<file path="src/rtl/trans_pkg.sv">
// trans_pkg: shared constants and types for the transaction serializer.
// Optional checksum word: define TRANS_SER_CHECKSUM_EN.
package trans_pkg;

   // Validated transaction field layout
   localparam int SENDER_MSB      = 127;
   localparam int SENDER_LSB      = 80;
   localparam int RECEIVER_MSB    = 79;
   localparam int RECEIVER_LSB    = 32;
   localparam int AMOUNT_MSB      = 31;
   localparam int AMOUNT_LSB      = 10;
   localparam int BLOCK_START_BIT = 9;

   localparam int TX_W   = 128;
   localparam int WORD_W = 32;

`ifdef TRANS_SER_CHECKSUM_EN
   localparam int WORDS_PER_TX = 5;
`else
   localparam int WORDS_PER_TX = 4;
`endif

   // Bits held by the output shift register
   localparam int SHREG_W = WORDS_PER_TX * WORD_W;

   typedef enum logic [0:0] {
      SER_IDLE = 1'b0,
      SER_SEND = 1'b1
   } ser_state_t;

   // XOR of the four payload words
   function automatic logic [WORD_W-1:0] tx_checksum(
      input logic [TX_W-1:0] d
   );
      return d[127:96] ^ d[95:64] ^ d[63:32] ^ d[31:0];
   endfunction

endpackage

</file>
<file path="src/rtl/trans_fifo.sv">
// trans_fifo: synchronous first-word-fall-through FIFO, async active-low reset.
// Ports: clk, rst_n, push_i/data_i, pop_i/data_o, full_o, empty_o, count_o.
module trans_fifo #(
   parameter int WIDTH = 128,
   parameter int DEPTH = 8
) (
   input  logic                   clk,
   input  logic                   rst_n,
   input  logic                   push_i,
   input  logic [WIDTH-1:0]       data_i,
   input  logic                   pop_i,
   output logic [WIDTH-1:0]       data_o,
   output logic                   full_o,
   output logic                   empty_o,
   output logic [$clog2(DEPTH):0] count_o
);

   localparam int AW = $clog2(DEPTH);
   localparam int CW = AW + 1;

   logic [WIDTH-1:0] mem_q [DEPTH];
   logic [AW-1:0]    wr_ptr_q, wr_ptr_d;
   logic [AW-1:0]    rd_ptr_q, rd_ptr_d;
   logic [CW-1:0]    count_q, count_d;
   logic             push_ok;
   logic             pop_ok;

   assign full_o  = (count_q == CW'(DEPTH));
   assign empty_o = (count_q == '0);
   assign count_o = count_q;
   assign data_o  = mem_q[rd_ptr_q];

   // A full FIFO still takes a push when a pop frees a slot this cycle
   assign pop_ok  = pop_i && !empty_o;
   assign push_ok = push_i && (!full_o || pop_ok);

   always_comb begin
      wr_ptr_d = wr_ptr_q;
      rd_ptr_d = rd_ptr_q;
      count_d  = count_q;
      if (push_ok) begin
         wr_ptr_d = wr_ptr_q + AW'(1);
      end
      if (pop_ok) begin
         rd_ptr_d = rd_ptr_q + AW'(1);
      end
      unique case ({push_ok, pop_ok})
         2'b10:   count_d = count_q + CW'(1);
         2'b01:   count_d = count_q - CW'(1);
         default: count_d = count_q;
      endcase
   end

   always_ff @(posedge clk or negedge rst_n) begin
      if (!rst_n) begin
         wr_ptr_q <= '0;
         rd_ptr_q <= '0;
         count_q  <= '0;
      end else begin
         wr_ptr_q <= wr_ptr_d;
         rd_ptr_q <= rd_ptr_d;
         count_q  <= count_d;
      end
   end

   // Storage needs no reset: entries are only read after being written
   always_ff @(posedge clk) begin
      if (push_ok) begin
         mem_q[wr_ptr_q] <= data_i;
      end
   end

endmodule

</file>
<file path="src/rtl/trans_serializer.sv">
// trans_serializer: buffers 128-bit transactions, emits them MSB-first as
// 32-bit words on a valid/ready stream; sticky overflow flag on drops.
// Ports: clk, rst_n, data_i/valid_i (strobe in), word_o/valid_o/ready_i/last_o
// (stream out), overflow_o, level_o (FIFO occupancy).
// Define TRANS_SER_CHECKSUM_EN to append an XOR checksum word.
module trans_serializer
   import trans_pkg::*;
#(
   parameter int FIFO_DEPTH = 8
) (
   input  logic                        clk,
   input  logic                        rst_n,
   input  logic [TX_W-1:0]             data_i,
   input  logic                        valid_i,
   output logic [WORD_W-1:0]           word_o,
   output logic                        valid_o,
   input  logic                        ready_i,
   output logic                        last_o,
   output logic                        overflow_o,
   output logic [$clog2(FIFO_DEPTH):0] level_o
);

   localparam int IDX_W = 3;
   localparam logic [IDX_W-1:0] LAST_IDX = IDX_W'(WORDS_PER_TX - 1);

   ser_state_t        state_q, state_d;
   logic [IDX_W-1:0]  idx_q, idx_d;
   logic [SHREG_W-1:0] shreg_q, shreg_d;
   logic              ovf_q, ovf_d;

   logic              pop;
   logic              fifo_full;
   logic              fifo_empty;
   logic [TX_W-1:0]   fifo_data;
   logic              is_last;
   logic [SHREG_W-1:0] load_val;

   trans_fifo #(
      .WIDTH (TX_W),
      .DEPTH (FIFO_DEPTH)
   ) u_fifo (
      .clk     (clk),
      .rst_n   (rst_n),
      .push_i  (valid_i),
      .data_i  (data_i),
      .pop_i   (pop),
      .data_o  (fifo_data),
      .full_o  (fifo_full),
      .empty_o (fifo_empty),
      .count_o (level_o)
   );

`ifdef TRANS_SER_CHECKSUM_EN
   assign load_val = {fifo_data, tx_checksum(fifo_data)};
`else
   assign load_val = fifo_data;
`endif

   assign is_last = (idx_q == LAST_IDX);

   // Outputs come straight from registers, so valid_o never sees ready_i
   assign word_o     = shreg_q[SHREG_W-1 -: WORD_W];
   assign valid_o    = (state_q == SER_SEND);
   assign last_o     = valid_o && is_last;
   assign overflow_o = ovf_q;

   always_comb begin
      state_d = state_q;
      idx_d   = idx_q;
      shreg_d = shreg_q;
      pop     = 1'b0;
      unique case (state_q)
         SER_IDLE: begin
            if (!fifo_empty) begin
               pop     = 1'b1;
               shreg_d = load_val;
               idx_d   = '0;
               state_d = SER_SEND;
            end
         end
         SER_SEND: begin
            if (ready_i) begin
               if (!is_last) begin
                  idx_d   = idx_q + IDX_W'(1);
                  shreg_d = {shreg_q[SHREG_W-WORD_W-1:0],
                             {WORD_W{1'b0}}};
               end else if (!fifo_empty) begin
                  // Chain the next transaction with no idle bubble
                  pop     = 1'b1;
                  shreg_d = load_val;
                  idx_d   = '0;
               end else begin
                  shreg_d = '0;
                  idx_d   = '0;
                  state_d = SER_IDLE;
               end
            end
         end
         default: begin
            state_d = SER_IDLE;
         end
      endcase
   end

   // Drop only when full and no slot is freed in the same cycle
   assign ovf_d = ovf_q | (valid_i && fifo_full && !pop);

   always_ff @(posedge clk or negedge rst_n) begin
      if (!rst_n) begin
         state_q <= SER_IDLE;
         idx_q   <= '0;
         shreg_q <= '0;
         ovf_q   <= 1'b0;
      end else begin
         state_q <= state_d;
         idx_q   <= idx_d;
         shreg_q <= shreg_d;
         ovf_q   <= ovf_d;
      end
   end

endmodule
</file>
<file path="config.mk">
export PLATFORM = sky130hd
export DESIGN_NAME = trans_serializer
export DESIGN_NICKNAME = d
export VERILOG_FILES = /design/src/rtl/trans_pkg.sv /design/src/rtl/trans_fifo.sv /design/src/rtl/trans_serializer.sv
export SDC_FILE = /design/constraint.sdc
export NUM_CORES = 1
export LEC_CHECK = 0
export ABC_AREA = 1
export CORE_UTILIZATION = 45
export DETAILED_ROUTE_END_ITERATION = 8
export GPL_TIMING_DRIVEN = 0
export PLACE_DENSITY_LB_ADDON = 0.15
export SETUP_SLACK_MARGIN = 0.1
export SLEW_MARGIN = 40
export SYNTH_ARGS = -nofsm -noshare
export SYNTH_HDL_FRONTEND = slang
export SYNTH_SLANG_ARGS = --single-unit
</file>
<file path="constraint.sdc">
create_clock -name clk -period 16.4 [get_ports clk]
set_clock_uncertainty 0.05 [all_clocks]
set_input_delay 1.64 -clock clk [delete_from_list [all_inputs] [get_ports clk]]
set_output_delay 1.64 -clock clk [all_outputs]
set_load 0.02 [all_outputs]
</file>
==> reports/summary.txt <==
Die H = 333 um
Gate Count Post-Synth = 4655
DR vias = 33994
Worst Setup Slack post-DPL = 11.03 ns
yosys warns = 0
Routed WL per cell = 21.5 um
first-pass GRT wire length = 209 mm
largest net degree at the start of global routing = 68
Reg-to-Reg End = u_fifo.mem_q[4][61]
Post-Syn Nets = 4793
syn avg cell area = 10.6 um2
critical-path cell list = ha_1 -> inv_1 -> nor2_4 -> buf_2 -> buf_2 -> inv_1 -> nor2_1 -> clkdlybuf4s50_1
Multi-input gate area = 11100 um2
FF/Latch Area = 34300 um2
status = finished, final reports clean
Req. time, crit path = 14.71 ns
Synth top area share = 0.624
Yosys cell types = 27
initial antenna violation count = 7
vias per cell = 5.19
H-tree levels = 3
Rel. slew slack = 0.427
cts repair resizes = 0
Hold Path Class = register to register
final wirelength = 141 mm
Worst setup endpoint = last_o
Port Buf Inserts = 170
Area contributors post-synth = edfxtp_1, nand2_1, dfrtp_1
crit start category = register
die area = 111000 um2
# Post-CTS Setup Buffers = 0
leakage dissipation = 0.0241 uW
most frequent cells in the layout = nand2_1, edfxtp_1, nand3_1
grt total ovfl = 0
Synth area leader = edfxtp_1
starting DRC count in detailed routing = 3230
Routed Antenna Nets = 0
clk slew on worst S/H paths = 0.06 ns
Pwr Density = 181 nW/um2
final net count = 5170
crit share post-route = 0.309
Setup Viol. Count Final = 0
initial core utilization = 0.453
cell row count = 121
DP HPWL = 96.7 mm
slowest cell on the critical path = clkdlybuf4s50_1
Initial DRT Pass Iterations = 5
Worst Tran Pin Value = 0.859 ns
number of max-cap violations = 0
GRT Util Overall = 0.255
post-layout min period = 5.06 ns
FMAX = 198 MHz
hold path depth = 1
max-slew violations = 0
crit path from = idx_q[0]
unrepaired setup endpoints after global routing = false
Core Area = 109000 um2
final worst slack = 11.34 ns
Critical Path AT = 3.37 ns
slowest cell delay on critical path = 0.71 ns
GP Congestion = 0.866
CP endpoint kind = output pin
Fin Setup TNS = 0 ns
worst-path fanout max = 10
final-report hold violation count = 0
clk_lat worst skew = 0.73 ns
hold-fix buffers at CTS = 0
Register-to-Register Path Depth = 17
DRC viols = 0
Peak VDD IR = 0.103 mV
Die W = 333 um
TritonCTS buffer count = 121
# IOs = 171
vias in the first global route = 32264
setup slack, reg-to-reg = 12.43 ns
Total Power = 10600 uW
layout cell share with drive strength beyond 1 = 0.0923
reg2reg start = idx_q[0]
# clock sinks = 1167
Netlist Area Pre-Place = 49300 um2
register bit total from synthesis = 1167
CTS tree = yes
area grow syn2layout = 19.0%
Seq/Total Area, Yosys = 0.697
clock root buffer = clkbuf_16
crit path kind = register to output pin
Fillers = 9227
most common cell after layout, fill and taps aside = nand2_1
CTS Buffer Depth = 3
==> state kept, by name (all words and copies together), names as in the netlist <==
register / cells
shreg_q: 128
u_fifo.wr_ptr_q: 3
u_fifo.mem_q: 1024
valid_o: 1
idx_q: 3
overflow_o: 1
u_fifo.rd_ptr_q: 3
u_fifo.count_o: 4
==> synthesized netlist by cell type <==
cell	count
nand2_2	1
buf_6	14
o211ai_1	32
o21ai_0	113
inv_2	3
nor2_4	1
nor2_2	1
xnor2_1	2
buf_4	56
nor2_1	460
inv_1	622
ha_1	6
a31o_2	1
buf_1	22
edfxtp_1	1024
nand2_1	1155
clkinv_1	1
a21oi_4	1
dfrtp_1	143
xor2_1	3
o21ai_1	19
nand3_1	644
nand4_1	3
a21oi_1	132
nand3_2	1
clkbuf_1	77
buf_2	118
==> per-layer routing <==
metal  track usage  vias to the layer above  part of all wire
met2         0.424                     1221              0.48
met3        0.0324                      210             0.069
met5             0                        -           0.00021
li1              -                    16028                 -
met1         0.349                    16531              0.42
met4        0.0807                        4             0.029
==> worst max-delay path, delay by kind of cell, from the launching register on <==
family | cells | cell delay (ns)
DFF | 1 | 0.37
and+or+nand+nor | 2 | 0.65
buffers and inverters | 5 | 1.47
adders and majority gates | 1 | 0.16
==> power breakdown <==
group | internal, uW | switching (uW)
clock network | 1670 | 1150
logic | 1180 | 2600
registers | 3770 | 206
total | 6630 | 3960
==> per-stage QoR <==
stage,cell area (um2),utilization,hold slack (ns),std cells
floorplan,49300,-,0.396,4655
global placement,52700,0.485,0.408,6239
detailed placement,54500,0.501,0.408,6323
CTS,58600,0.539,0.424,6552
global route,58600,0.539,0.453,6553
finish,58600,0.539,0.424,6554
==> worst min-delay path by stage <==
stage	startpoint	to
2_1_floorplan	idx_q[1]	idx_q[1]
3_3_place_gp	idx_q[1]	idx_q[1]
3_5_place_dp	overflow_o	overflow_o
4_1_cts	overflow_o	overflow_o
5_1_grt	shreg_q[0]	shreg_q[0]
6_report	overflow_o	overflow_o
==> kinds of logic after synthesis <==
family          synth area share
compound gates            0.0322
buf+inv                   0.0790
simple gates               0.190
flops                      0.697
fa+ha+maj                0.00152
xor+xnor                0.000889
==> area by class of cell <==
class                   instances  area share
flip-flops and latches       1167       0.586
plain buffers                 287      0.0263
inverters                     626      0.0401
repair buffers                254      0.0581
well taps                    1414      0.0302
diodes                          2   0.0000854
clock inverters                60      0.0123
clock buffers                 169      0.0578
multi-input cells            2575       0.189
Note: power is estimated with default switching activity, not from simulation.
